<file path="config.mk">
export PLATFORM = sky130hd
export DESIGN_NAME = fp_add_issue_unit
export DESIGN_NICKNAME = d
export VERILOG_FILES = /design/src/rtl/fp_pkg.sv /design/src/rtl/fp_classify.sv /design/src/rtl/fp_add_issue_unit.sv
export SDC_FILE = /design/constraint.sdc
export NUM_CORES = 1
export LEC_CHECK = 0
export CORE_ASPECT_RATIO = 0.75
export CORE_UTILIZATION = 30
export CTS_CLUSTER_DIAMETER = 80
export DETAILED_ROUTE_END_ITERATION = 16
export PLACE_DENSITY = 0.6
export RECOVER_POWER = 100
export SYNTH_ARGS = -nofsm -noshare
export SYNTH_HDL_FRONTEND = slang
export SYNTH_HIERARCHICAL = 1
export SYNTH_SLANG_ARGS = --single-unit
</file>
<file path="constraint.sdc">
create_clock -name CLK -period 3.32 [get_ports CLK]
set_input_delay 0.83 -clock CLK [delete_from_list [all_inputs] [get_ports CLK]]
set_output_delay 0.83 -clock CLK [all_outputs]
set_load 0.01 [all_outputs]
</file>
<file path="src/rtl/fp_pkg.sv">
// rtl/fp_pkg.sv - shared constants, FSM states and operand type for the FP adder front end
package fp_pkg;

    localparam int EXP_W  = 8;
    localparam int FRAC_W = 23;

    localparam logic [EXP_W-1:0] EXP_MAX = '1;
    localparam logic [31:0]      QNAN    = 32'h7FC0_0000;

    typedef enum logic [2:0] {
        ST_IDLE,
        ST_ISSUE,
        ST_WAIT_BUSY,
        ST_WAIT_DONE,
        ST_OUT
    } state_e;

    typedef struct packed {
        logic              sign;
        logic [EXP_W-1:0]  exp;
        logic [FRAC_W:0]   man;
    } operand_t;

endpackage

</file>
<file path="src/rtl/fp_classify.sv">
// rtl/fp_classify.sv - unpacks one single-precision operand and flags zero/Inf/NaN
module fp_classify
    import fp_pkg::*;
(
    input  logic [31:0]       i_op,
    output logic              o_is_zero,
    output logic              o_is_inf,
    output logic              o_is_nan,
    output logic              o_sign,
    output logic [EXP_W-1:0]  o_exp,
    output logic [FRAC_W:0]   o_man
);

    logic [EXP_W-1:0]  w_exp;
    logic [FRAC_W-1:0] w_frac;

    assign w_exp  = i_op[FRAC_W +: EXP_W];
    assign w_frac = i_op[FRAC_W-1:0];

    // Denormals are flushed: a zero exponent means zero regardless of fraction.
    assign o_is_zero = (w_exp == '0);
    assign o_is_inf  = (w_exp == EXP_MAX) && (w_frac == '0);
    assign o_is_nan  = (w_exp == EXP_MAX) && (w_frac != '0);
    assign o_sign    = i_op[31];
    assign o_exp     = w_exp;
    assign o_man     = o_is_zero ? '0 : {1'b1, w_frac};

endmodule

</file>
<file path="src/rtl/fp_add_issue_unit.sv">
// rtl/fp_add_issue_unit.sv - operand intake, special-case bypass and adder handshake sequencing
module fp_add_issue_unit #(
    parameter int EXP_W  = fp_pkg::EXP_W,
    parameter int FRAC_W = fp_pkg::FRAC_W
) (
    input  logic              CLK,
    input  logic              rst,
    input  logic              in_valid,
    output logic              in_ready,
    input  logic [31:0]       in_a,
    input  logic [31:0]       in_b,
    output logic              start,
    input  logic              done,
    output logic              a_sign,
    output logic              b_sign,
    output logic [EXP_W-1:0]  a_exp,
    output logic [EXP_W-1:0]  b_exp,
    output logic [FRAC_W:0]   a_man,
    output logic [FRAC_W:0]   b_man,
    input  logic              r_sign,
    input  logic [EXP_W-1:0]  r_exp,
    input  logic [FRAC_W:0]   r_man,
    output logic              res_valid,
    input  logic              res_ready,
    output logic [31:0]       res_data
);

    fp_pkg::state_e   r_state;
    fp_pkg::operand_t w_op_a;
    fp_pkg::operand_t w_op_b;

    logic              w_a_zero, w_a_inf, w_a_nan, w_a_sign;
    logic              w_b_zero, w_b_inf, w_b_nan, w_b_sign;
    logic [EXP_W-1:0]  w_a_exp, w_b_exp;
    logic [FRAC_W:0]   w_a_man, w_b_man;
    logic              w_special;
    logic [31:0]       w_bypass;
    logic [31:0]       w_packed;

    fp_classify u_cls_a (
        .i_op      (in_a),
        .o_is_zero (w_a_zero),
        .o_is_inf  (w_a_inf),
        .o_is_nan  (w_a_nan),
        .o_sign    (w_a_sign),
        .o_exp     (w_a_exp),
        .o_man     (w_a_man)
    );

    fp_classify u_cls_b (
        .i_op      (in_b),
        .o_is_zero (w_b_zero),
        .o_is_inf  (w_b_inf),
        .o_is_nan  (w_b_nan),
        .o_sign    (w_b_sign),
        .o_exp     (w_b_exp),
        .o_man     (w_b_man)
    );

    assign w_op_a = '{sign: w_a_sign, exp: w_a_exp, man: w_a_man};
    assign w_op_b = '{sign: w_b_sign, exp: w_b_exp, man: w_b_man};

    // Pairs the adder never needs to see, in priority order.
    always_comb begin
        w_special = 1'b1;
        w_bypass  = '0;
        if (w_a_nan || w_b_nan)
            w_bypass = fp_pkg::QNAN;
        else if (w_a_inf && w_b_inf && (w_a_sign != w_b_sign))
            w_bypass = fp_pkg::QNAN;
        else if (w_a_inf)
            w_bypass = in_a;
        else if (w_b_inf)
            w_bypass = in_b;
        else if (w_a_zero && w_b_zero)
            w_bypass = {w_a_sign & w_b_sign, {(EXP_W+FRAC_W){1'b0}}};
        else if (w_a_zero)
            w_bypass = in_b;
        else if (w_b_zero)
            w_bypass = in_a;
        else
            w_special = 1'b0;
    end

    always_comb begin
        w_packed = '0;
        if (r_man == '0)
            w_packed = '0;
        else if (r_exp == {EXP_W{1'b1}})
            w_packed = {r_sign, {EXP_W{1'b1}}, {FRAC_W{1'b0}}};
        else
            w_packed = {r_sign, r_exp, r_man[FRAC_W-1:0]};
    end

    always_ff @(posedge CLK) begin
        if (!rst) begin
            r_state   <= fp_pkg::ST_IDLE;
            in_ready  <= 1'b1;
            start     <= 1'b0;
            res_valid <= 1'b0;
            res_data  <= '0;
            a_sign    <= 1'b0;
            b_sign    <= 1'b0;
            a_exp     <= '0;
            b_exp     <= '0;
            a_man     <= '0;
            b_man     <= '0;
        end else begin
            case (r_state)
                fp_pkg::ST_IDLE: begin
                    if (in_valid) begin
                        a_sign   <= w_op_a.sign;
                        a_exp    <= w_op_a.exp;
                        a_man    <= w_op_a.man;
                        b_sign   <= w_op_b.sign;
                        b_exp    <= w_op_b.exp;
                        b_man    <= w_op_b.man;
                        in_ready <= 1'b0;
                        if (w_special) begin
                            res_data  <= w_bypass;
                            res_valid <= 1'b1;
                            r_state   <= fp_pkg::ST_OUT;
                        end else begin
                            start   <= 1'b1;
                            r_state <= fp_pkg::ST_ISSUE;
                        end
                    end
                end
                fp_pkg::ST_ISSUE: begin
                    start   <= 1'b0;
                    r_state <= fp_pkg::ST_WAIT_BUSY;
                end
                // A done still high from the previous operation must not count as completion.
                fp_pkg::ST_WAIT_BUSY: begin
                    if (!done)
                        r_state <= fp_pkg::ST_WAIT_DONE;
                end
                fp_pkg::ST_WAIT_DONE: begin
                    if (done) begin
                        res_data  <= w_packed;
                        res_valid <= 1'b1;
                        r_state   <= fp_pkg::ST_OUT;
                    end
                end
                fp_pkg::ST_OUT: begin
                    if (res_ready) begin
                        res_valid <= 1'b0;
                        in_ready  <= 1'b1;
                        r_state   <= fp_pkg::ST_IDLE;
                    end
                end
                default: begin
                    start     <= 1'b0;
                    res_valid <= 1'b0;
                    in_ready  <= 1'b1;
                    r_state   <= fp_pkg::ST_IDLE;
                end
            endcase
        end
    end

endmodule
</file>
======== Word level (Yosys, flattened, before mapping) ========
Cells that the tools add are included.
word-level totals
  flip-flop bits (word level) ............. 104
  input bits .............................. 102
  logic and storage cells ................. 94
  output and inout bits ................... 101
operators by class
  reductions and logical operators ........ 26
  bitwise logic cells ..................... 4
  eq/ne operators ......................... 14
  multiplexer cells ....................... 39
operator list
  kind                                                 count
  2-to-1 mux 32 bit                                    11
  one-hot mux 32 bit (2 select lines)                  1
  2-to-1 mux 24 bit                                    2
  zero test 23 bit                                     2
  nonzero test 23 bit                                  2
  2-to-1 mux 31 bit                                    1
  equality test 8 bit, second input constant           3
  zero test 24 bit                                     1
  zero test 8 bit                                      2
  2-to-1 mux 1 bit                                     15
  2-to-1 mux 3 bit                                     5
  one-hot mux 3 bit (5 select lines)                   1
  inequality test 2 bit, second input constant         6
  AND reduction 4 bit                                  2
  logical AND 1 bit                                    7
  equality test 3 x 2 -> 1 bit, second input constant  2
  AND reduction 3 bit                                  2
  OR reduction 3 bit                                   2
  AND reduction 5 bit                                  1
  one-hot mux 1 bit (4 select lines)                   1
  equality test 3 x 1 -> 1 bit, second input constant  1
  equality test 3 bit, second input constant           1
  zero test 3 bit                                      1
  NOT 1 bit                                            3
  other kinds (8)                                      8

======== Depth between registers and ports, before layout ========
Gate-level depths: netlist (run 1).
  word-level depth ........................ 11
  mapped depth ............................ 10
  gate-level depth less buffers ........... 7

======== Modules after synthesis ========
Netlist (run 1), hierarchy kept.
by module, submodules not included
  module             instances  area an instance (um2)  sequential area each (um2)  cells an instance
  fp_add_issue_unit  1          5126.2                  2082.0                      646
  fp_classify        2          321.6                   0.0                         51

======== Least setup slack after synthesis (run 1) ========
Ideal clock, no wire load.
  kind .................................... input to register
  start ................................... input port in_b[24]
  end ..................................... register res_data[23]
  path buffers ............................ 2
  setup time .............................. 0.074 ns
  stages on the path ...................... 9
  arrival time ............................ 2.588 ns
  slack ................................... 0.658 ns
  required time ........................... 3.246 ns
  path through ............................ nor4_1 nand2_1 buf_2 inv_1 or3b_2 clkbuf_1 a21boi_0 o31ai_1 a31oi_1
on the way
  longest elaborated chain between the ends .. 11
  elaborated cells on any way between the ends .. 27
RTL lines
  item                                 RTL line                  text
  start: declaration                   fp_add_issue_unit.sv:11   input logic [31:0] in_b,
  zero test 8 bit (*)                  fp_classify.sv:21         assign o_is_zero = (w_exp == '0);
  net w_b_zero                         fp_add_issue_unit.sv:33   logic w_b_zero, w_b_inf, w_b_nan, w_b_sign;
  2-to-1 mux 32 bit                    fp_add_issue_unit.sv:79   else if (w_b_zero)
  2-to-1 mux 32 bit                    fp_add_issue_unit.sv:77   else if (w_a_zero)
  2-to-1 mux 32 bit                    fp_add_issue_unit.sv:75   else if (w_a_zero && w_b_zero)
  2-to-1 mux 32 bit                    fp_add_issue_unit.sv:73   else if (w_b_inf)
  2-to-1 mux 32 bit                    fp_add_issue_unit.sv:71   else if (w_a_inf)
  2-to-1 mux 32 bit                    fp_add_issue_unit.sv:69   else if (w_a_inf && w_b_inf && (w_a_sign != w_b_sign))
  2-to-1 mux 32 bit                    fp_add_issue_unit.sv:67   if (w_a_nan || w_b_nan)
  2-to-1 mux 32 bit                    fp_add_issue_unit.sv:119  if (w_special) begin
  2-to-1 mux 32 bit                    fp_add_issue_unit.sv:111  if (in_valid) begin
  one-hot mux 32 bit (2 select lines)  fp_add_issue_unit.sv:109  case (r_state)
  end signal: assignment               fp_add_issue_unit.sv:120  res_data <= w_bypass;
  end signal: assignment               fp_add_issue_unit.sv:140  res_data <= w_packed;
  end: declaration                     fp_add_issue_unit.sv:25   output logic [31:0] res_data
Mark *: on every way through the listed nets, which the timed path passes. The rest lies on a longest branch. The select of a mux whose other input is x is not followed.
A chain may end at the register's enable or synchronous reset.

======== Worst setup path in the final report (run 1) ========
  start ................................... input port in_b[1]
  end ..................................... register res_data[29]
on the way
  elaborated cells on any way between the ends .. 20
RTL lines
  item                                 RTL line                  text
  nonzero test 23 bit (*)              fp_classify.sv:23         assign o_is_nan = (w_exp == EXP_MAX) && (w_frac != '0);
  logical AND 1 bit (*)                fp_classify.sv:23
  net w_b_nan                          fp_add_issue_unit.sv:33
  logical OR 1 bit (*)                 fp_add_issue_unit.sv:67
  2-to-1 mux 32 bit                    fp_add_issue_unit.sv:67
  2-to-1 mux 32 bit                    fp_add_issue_unit.sv:119
  2-to-1 mux 32 bit                    fp_add_issue_unit.sv:111
  one-hot mux 32 bit (2 select lines)  fp_add_issue_unit.sv:109
Marks and branches as above.

==> flow_summary.ini, run 1 <==
[grt]
grtUsageMet2_pct = 30.3
grt_util_all_layers_pct = 22.0
grtUsageMet1_pct = 33.9
grt_pass1_wl_mm = 33.0
grt_max_degree = 67
antenna_found_initial = 0
use_met3_pct = 5.82
grt_overflow_total = 0
grt_pass1_vias = 5614
grt-busiest-layer = met1

[yosys]
synthTopCellsByArea = dfxtp_1 (36%), a21boi_0 (13%), nand2_1 (11%)
syn_area_per_cell_um2 = 7.71
synth_top_cell_by_area = dfxtp_1
syn-num-nets = 851
syn_inst = 748
yosysTopAreaCellShare_pct = 36.1
ys_seq_elements = 104
syn-cell-area_mm2 = 0.00577
yosys_warnings = 6
yosysUniqueCellTypes = 43
ys_seq_area_share_pct = 36.1

[pwr]
switchingPower_w = 0.000836
leakage_nw = 3.49
max-vdd-ir-drop_v = 0.000256
pwr-share-comb_pct = 20.7
power_density_mw_per_mm2 = 367
internal-power_w = 0.00231
seqPwrFrac_pct = 43.7
clkPwrFrac_pct = 35.6
switching_share_pct = 26.6

[sta]
hold_viol = 0
whs_ns = 0.458
rsz0062_at_grt = no
tightest_slew_ns = 1.46
setup_tns_ns = 0
final-max-slew-violation-count = 0
max-slew-margin-rel_pct = 2.97
fin_crit_ns = 3.06
skew_ns = 0.00988
fin_crit_sh_pct = 92.3
fmax_mhz = 326
setup_viol_count_final = 0

[cts]
clkLatencyLatePin_ns = 0.36
ctsHoldBuffers = 0
tritoncts = done
cts_resized = 0
cts_max_level = 3
clkSinkCount = 104
cts_setup_buffers = 0
cts_buffers = 9
clk_pin_slew_worst_paths_ns = 0.07
cts.path.max_buffers = 2
cts_root_buffer = clkbuf_16

[floorplanning]
num_rows = 43
start_util_pct = 30.9
fp.dieH_um = 122
coreArea_mm2 = 0.0187
die-area_mm2 = 0.0198
die_w_um = 162
io_pins = 203

[layout]
post-route-util_pct = 45.9
drive_gt1_share_pct = 9.96
diodes = 0
fill_cells = 1869
area_growth_pct = 48.5
fin_nets = 1053

[worst_setup_path]
ff2ff_path_depth = 4
worst_setup_path_end_kind = flop
crit_arrival_ns = 3.29
crit_fanout = 9
required_ns = 3.55
path_class = in2reg
critPathLaunchType = input pin

[hold_path]
hold_class = reg2reg
hold_depth = 2

[route]
ant_nets = 0
drt_first_pass_iters = 5
via_count = 6123
drt-vias-per-instance = 5.10
post_drt_wl_per_cell_um = 18.0
drc = 0
totalWireLength_mm = 21.7
drtIter0Drc = 437

[outcome]
status = complete, no violations

[placement]
dpl.hpwl_mm = 16.7
globalplace.congestion = 0.871
port_buffers = 202

[run]
cap_violations = 0
[stage by stage]
stage	instances	instance area (um2)	setup slack, ns	power (W)
finish	1201	8570	0.256	0.00315
detailed placement	1186	8280	-0.115	0.00209
global route	1201	8570	0.0492	0.00329
global placement	1186	8280	-0.0338	0.00209
floorplan	748	5770	0.658	0.00168
CTS	1201	8590	0.254	0.00321
[final timing paths]
| path | slack, ns | end | startpoint |
|---|---|---|---|
| setup / recovery | 0.26 | res_data[29]$_SDFFE_PN0P_ | in_b[1] |
| hold / removal | 0.46 | a_exp[4]$_SDFFE_PN0P_ | a_exp[4]$_SDFFE_PN0P_ |
| setup reg to reg | 0.80 | a_man[13]$_SDFFE_PN0P_ | r_state[2]$_SDFFE_PN0P_ |
| hold reg to reg | 0.46 | a_exp[4]$_SDFFE_PN0P_ | a_exp[4]$_SDFFE_PN0P_ |
[worst max-delay path, stage by stage]
cell and delay (ns):
clkdlybuf4s50_1 0.45, nor4_1 0.41, nand4_1 0.23, o21ba_1 0.28, a311o_1 0.36, clkbuf_2 0.19
o31ai_1 0.25, clkbuf_1 0.19, a31oi_1 0.10
[Yosys cell counts]
cell and n:
a211oi_1 23, a21boi_0 97, a21o_1 1, a21oi_1 9, a21oi_4 1, a221oi_1 1
a311o_1 1, a31oi_1 33, a32oi_1 1, a41o_1 1, and2_1 47, and3_1 2
and3b_1 1, buf_1 1, buf_2 13, buf_4 22, buf_6 3, clkbuf_1 45
dfxtp_1 104, ha_1 1, inv_1 30, nand2_1 163, nand2b_1 11, nand3_1 2
nand4_1 9, nor2_1 5, nor2b_1 3, nor3_1 6, nor3b_1 1, nor4_1 21
nor4_4 1, nor4bb_1 2, o211ai_1 10, o21a_1 2, o21ai_0 24, o21ba_2 2
o21bai_1 2, o221a_2 1, o31ai_1 41, or2_1 1, or2_2 2, or3b_2 1
or4b_1 1
[layer usage]
metal	part of all wire [%]	vias to the layer above
met1	51	2820
met3	9.3	15
li1	-	3021
met5	0	-
met4	0.72	0
met2	39	267
[cells by family after synthesis]
| logic type | synth area share [%] |
|---|---|
| fa+ha+maj | 0.217 |
| buf+inv | 9.52 |
| compound gates | 30.8 |
| simple gates | 23.4 |
| flops | 36.1 |
[flip-flops by register name, indices dropped and copies added (netlist names)]
register,flops
b_man,24
res_data,32
a_man,24
a_sign,1
b_sign,1
res_valid,1
b_exp,8
r_state,3
a_exp,8
start,1
in_ready,1
[cells in the final DEF, fill, tap and decap left out, types with 24 or more instances in the layout]
cell type	n
nand2_1	163
dfxtp_1	104
dlygate4sd3_1	101
clkdlybuf4s50_1	100
a21boi_0	97
buf_4	62
and2_1	47
o31ai_1	41
a31oi_1	33
inv_1	30
o21ai_0	24
[cell type report]
cell class                 instances  area [um2]  area share [%]
clock buffer                      13         270            3.15
tap                              247         309            3.61
timing repair buffer             275        2610            30.4
clock inverter                     2        37.5           0.438
sequential                       104        2080            24.3
inverter                          30         113            1.31
multi-input combinational        530        3150            36.7
[power groups by stage]
| stage | Sequential, W | Combinational (W) | Clock (W) |
|---|---|---|---|
| 4_1_cts | 0.00138 | 0.000682 | 0.00115 |
| 5_1_grt | 0.00139 | 0.000709 | 0.00120 |
| 3_3_place_gp | 0.00141 | 0.000680 | 0 |
| 2_1_floorplan | 0.00143 | 0.000247 | 0 |
| 6_report | 0.00138 | 0.000650 | 0.00112 |
| 3_5_place_dp | 0.00141 | 0.000680 | 0 |
No activity file was read; power rests on OpenSTA's default activity.
==> inputs of run 2 (changes only) <==
Settings changed: CELL_PAD_IN_SITES_DETAIL_PLACEMENT set to 1, CELL_PAD_IN_SITES_GLOBAL_PLACEMENT set to 1, PLACE_DENSITY 0.6 to 0.79.
==> flow_summary.ini, run 2 (synthesis results as in run 1) <==
[outcome]
status = complete, but fails checks
violations = max-capacitance violations, max-slew violations

[run]
cap_violations = 1

[placement]
dpl.hpwl_mm = 17.7
port_buffers = 202
place_ws_ns = -0.121
globalplace.congestion = 0.838
place_area_mm2 = 0.00828

[sta]
setup_viol_count_final = 0
skew_ns = 0.00519
tightest_slew_ns = 1.63
final-max-slew-violation-count = 87
max-slew-margin-rel_pct = -8.61
fmax_mhz = 316
fin_crit_ns = 3.16
hold_viol = 0
setup_tns_ns = 0
fin_ws_ns = 0.158
rsz0062_at_grt = no
fin_crit_sh_pct = 95.2

[cts]
clkLatencyLatePin_ns = 0.36
ctsHoldBuffers = 0
cts_buffers = 9
clk_pin_slew_worst_paths_ns = 0.07
cts.path.max_buffers = 2
cts_setup_buffers = 0
cts_resized = 0
cts_max_level = 3
tritoncts = done
cts_root_buffer = clkbuf_16
clkSinkCount = 104

[route]
totalWireLength_mm = 23.1
via_count = 6186
drt_first_pass_iters = 4
drtIter0Drc = 379
drt-vias-per-instance = 5.16
post_drt_wl_per_cell_um = 19.3
drc = 0
ant_nets = 0

[pwr]
switchingPower_w = 0.000884
seqPwrFrac_pct = 43.3
clkPwrFrac_pct = 35.9
leakage_nw = 3.49
switching_share_pct = 27.8
max-vdd-ir-drop_v = 0.000250
power_density_mw_per_mm2 = 371
pwr-share-comb_pct = 20.8
internal-power_w = 0.00229

[hold_path]
hold_class = reg2reg
hold_depth = 2

[floorplanning]
die-area_mm2 = 0.0198
start_util_pct = 30.9
num_rows = 43
coreArea_mm2 = 0.0187
fp.dieH_um = 122
die_w_um = 162
io_pins = 203

[grt]
grt_util_all_layers_pct = 23.8
grt_pass1_wl_mm = 35.5
grt_max_degree = 87
antenna_found_initial = 0
grt_pass1_vias = 6146
grt_overflow_total = 0

[layout]
drive_gt1_share_pct = 10.1
fin_nets = 1051
most-common-layout-cells = nand2_1 (163), dfxtp_1 (104), dlygate4sd3_1 (102), clkdlybuf4s50_1 (99), a21boi_0 (97)
largest_reg_flops = 32
regMostFlops = res_data
reg_top3 = res_data (32), a_man (24), b_man (24)
final_area_mm2 = 0.00856
final_common_cell = nand2_1
diodes = 0
area_growth_pct = 48.4

[worst_setup_path]
path_common_cell = buf_4
cpPeakStageDelay_ns = 0.43
worst_setup_path_end_kind = flop
path_cells = clkdlybuf4s50_1, nor4_1, nand4_1, nor3_1, buf_4, or3b_2, buf_4, a21boi_0, o21ai_0, buf_4, a31oi_1
crit_arrival_ns = 3.41
ff2ff_path_depth = 5
crit_fanout = 22
slowest_stage = clkdlybuf4s50_1
critPathLaunchType = input pin
required_ns = 3.57
path_class = in2reg
==> run 2: routing by layer <==
layer	routed length (um)	vias to the layer above	share of wire [%]	GRT usage, %
met5	0	-	0	0
met4	222	0	0.96	5.31
met3	1590	15	6.9	5.31
met2	9820	200	42	34.2
met1	11500	2957	50	35.5
li1	-	3014	-	-
==> run 2: worst paths after layout <==
path | end | startpoint | slack (ns)
worst max-delay path | res_data[20]$_SDFFE_PN0P_ | in_b[1] | 0.16
worst min-delay path | res_valid$_SDFFE_PN0P_ | res_valid$_SDFFE_PN0P_ | 0.45
worst max register to register | res_data[14]$_SDFFE_PN0P_ | r_state[0]$_SDFFE_PN0P_ | 1.06
worst min register to register | res_valid$_SDFFE_PN0P_ | res_valid$_SDFFE_PN0P_ | 0.45
==> run 2: cell type report <==
cell class                 instances  area [um2]
tap                              247         309
clock buffer                      11         253
timing repair buffer             273        2610
clock inverter                     4        52.6
sequential                       104        2080
fill                            2204       10100
inverter                          30         113
multi-input combinational        530        3150
==> run 2: through the flow <==
step                      util (%)  power, W  instances  hold slack [ns]
after CTS                     46.0   0.00325       1199            0.454
after detailed placement      44.3   0.00210       1184            0.440
after global placement        44.3   0.00209       1184            0.436
after floorplan                  -   0.00168        748            0.470
after global routing          45.9   0.00332       1199            0.457
final                         45.9   0.00318       1199            0.448
==> run 2: power by group through the flow <==
stage | sequential [W] | combinational, W | clock (W)
floorplan | 0.00143 | 0.000247 | 0
global placement | 0.00141 | 0.000685 | 0
detailed placement | 0.00141 | 0.000693 | 0
CTS | 0.00138 | 0.000696 | 0.00118
global route | 0.00139 | 0.000716 | 0.00122
finish | 0.00138 | 0.000661 | 0.00114
==> run 2: worst max-delay path: cells and delay by family <==
kind / cells / cell delay [ns]
simple gates: 4 / 1.06
buf+inv: 4 / 1.01
compound gates: 3 / 0.52
==> inputs of run 3 (changes only) <==
Settings changed: PLACE_DENSITY 0.79 to not set, PLACE_DENSITY_LB_ADDON set to 0.25.
==> flow_summary.ini, run 3 (synthesis results as in run 1) <==
[hold_path]
worstHoldEndpoint = res_valid$_SDFFE_PN0P_
hold_depth = 2
hp-start = res_valid$_SDFFE_PN0P_
hold_class = reg2reg

[sta]
fmax_mhz = 322
final-max-slew-violation-count = 0
rsz0062_at_grt = no
hold_viol = 0
max-slew-margin-rel_pct = 0.251
setup_tns_ns = 0
whs_ns = 0.446
skew_ns = 0.00494
fin_crit_ns = 3.11
tightest_slew_ns = 1.50
setup_viol_count_final = 0
fin_crit_sh_pct = 93.7

[worst_setup_path]
r2r_start = r_state[2]$_SDFFE_PN0P_
crit_arrival_ns = 3.39
ff2ff_path_depth = 4
required_ns = 3.60
worst_setup_path_end_kind = flop
regToRegSetupSlack_ns = 0.76
reg2reg_to = b_man[18]$_SDFFE_PN0P_
crit_fanout = 31
critPathLaunchType = input pin
path_class = in2reg

[pwr]
max-vdd-ir-drop_v = 0.000267
leakage_nw = 3.56
power_density_mw_per_mm2 = 359
p_total_w = 0.00311

[floorplanning]
start_util_pct = 30.9
die_w_um = 162
num_rows = 43
fp.dieH_um = 122
die-area_mm2 = 0.0198
io_pins = 203
coreArea_mm2 = 0.0187

[grt]
grt_pass1_wl_mm = 34.7
grt_overflow_total = 0
grt_max_degree = 67
grt_pass1_vias = 6058
grtUsageMet2_pct = 33.5
grt_util_all_layers_pct = 23.1
use_met3_pct = 4.56
antenna_found_initial = 0
grtUsageMet1_pct = 34.6
grt-busiest-layer = met1

[cts]
tritoncts = done
cts_max_level = 3
cts.path.max_buffers = 2
clkSinkCount = 104
ctsHoldBuffers = 0
cts_setup_buffers = 0
clkLatencyLatePin_ns = 0.35
cts_root_buffer = clkbuf_16
cts_buffers = 9
clk_pin_slew_worst_paths_ns = 0.07

[layout]
most-common-layout-cells = nand2_1 (163), dfxtp_1 (104), dlygate4sd3_1 (102), clkdlybuf4s50_1 (99), a21boi_0 (97)
drive_gt1_share_pct = 11.7
fill_cells = 2232
area_growth_pct = 50.5
largest_reg_flops = 32
diodes = 0
reg_top3 = res_data (32), a_man (24), b_man (24)
regMostFlops = res_data
final_common_cell = nand2_1
fin_nets = 1072
post-route-util_pct = 46.5

[route]
via_count = 6185
drt-vias-per-instance = 5.07
drtIter0Drc = 358
ant_nets = 0
post_drt_wl_per_cell_um = 18.8
drt_first_pass_iters = 5
totalWireLength_mm = 23.0
drc = 0

[outcome]
status = complete, no violations

[placement]
dpl.hpwl_mm = 17.6
globalplace.congestion = 0.852
port_buffers = 202

[run]
cap_violations = 0
==> run 3: cell count changes in the layout (fill, tap and decap cells not counted), sizes merged <==
cell	before	now
clkinvlp	0	2
clkinv	2	1
buf	68	87
==> run 3: repair_timing <==
item	4_1_cts	5_1_grt
setup endpoints to repair	0	2
resized for setup	0	1
endpoints found under the hold margin	0	0
==> run 3: where the power goes <==
group | leakage [nW] | internal, W | total [W] | switching, W
clock | 0.134 | 0.000579 | 0.00108 | 0.000498
combinational | 2.57 | 0.000341 | 0.000659 | 0.000318
sequential | 0.850 | 0.00133 | 0.00138 | 0.0000503
==> run 3: worst max path at each step <==
stage                     cells past startpoint  startpoint  slack (ns)                        end
after floorplan                               9    in_b[24]        0.66  res_data[23]$_SDFFE_PN0P_
after global placement                       11     in_b[4]       -0.15  res_data[30]$_SDFFE_PN0P_
after detailed placement                     11     in_b[4]       -0.17  res_data[28]$_SDFFE_PN0P_
after CTS                                    11     in_b[4]        0.20  res_data[21]$_SDFFE_PN0P_
after global routing                         11     in_b[4]        0.09  res_data[28]$_SDFFE_PN0P_
final                                        10    in_b[24]        0.21  res_data[17]$_SDFFE_PN0P_
==> run 3: layout make-up <==
| cell class | instances | area [um2] | area share, % |
|---|---|---|---|
| sequential | 104 | 2080 | 24.0 |
| multi-input combinational | 530 | 3150 | 36.3 |
| timing repair buffer | 294 | 2740 | 31.6 |
| clock buffer | 9 | 225 | 2.59 |
| inverter | 30 | 113 | 1.30 |
| tap | 247 | 309 | 3.56 |
| clock inverter | 5 | 58.8 | 0.677 |
==> run 3: per-layer routing <==
metal / part of all wire (%) / vias up
met5: 0 / -
met2: 41 / 188
met1: 52 / 2935
met3: 6.3 / 11
li1: - / 3051
met4: 0.88 / 0
==> run 3: through the flow <==
stage / setup WS, ns / cell area [um2] / instances
floorplan: 0.658 / 5770 / 748
global placement: -0.145 / 8410 / 1205
detailed placement: -0.172 / 8410 / 1205
CTS: 0.202 / 8690 / 1219
global route: 0.0864 / 8680 / 1219
finish: 0.210 / 8680 / 1219
==> run 3: critical path, stage by stage <==
cell             delay, ns
clkdlybuf4s50_1       0.48
nor4_1                0.31
nand2_1               0.11
inv_1                 0.09
or3b_2                0.48
buf_12                0.18
a21boi_0              0.40
o21ai_0               0.20
buf_4                 0.16
a31oi_1               0.13
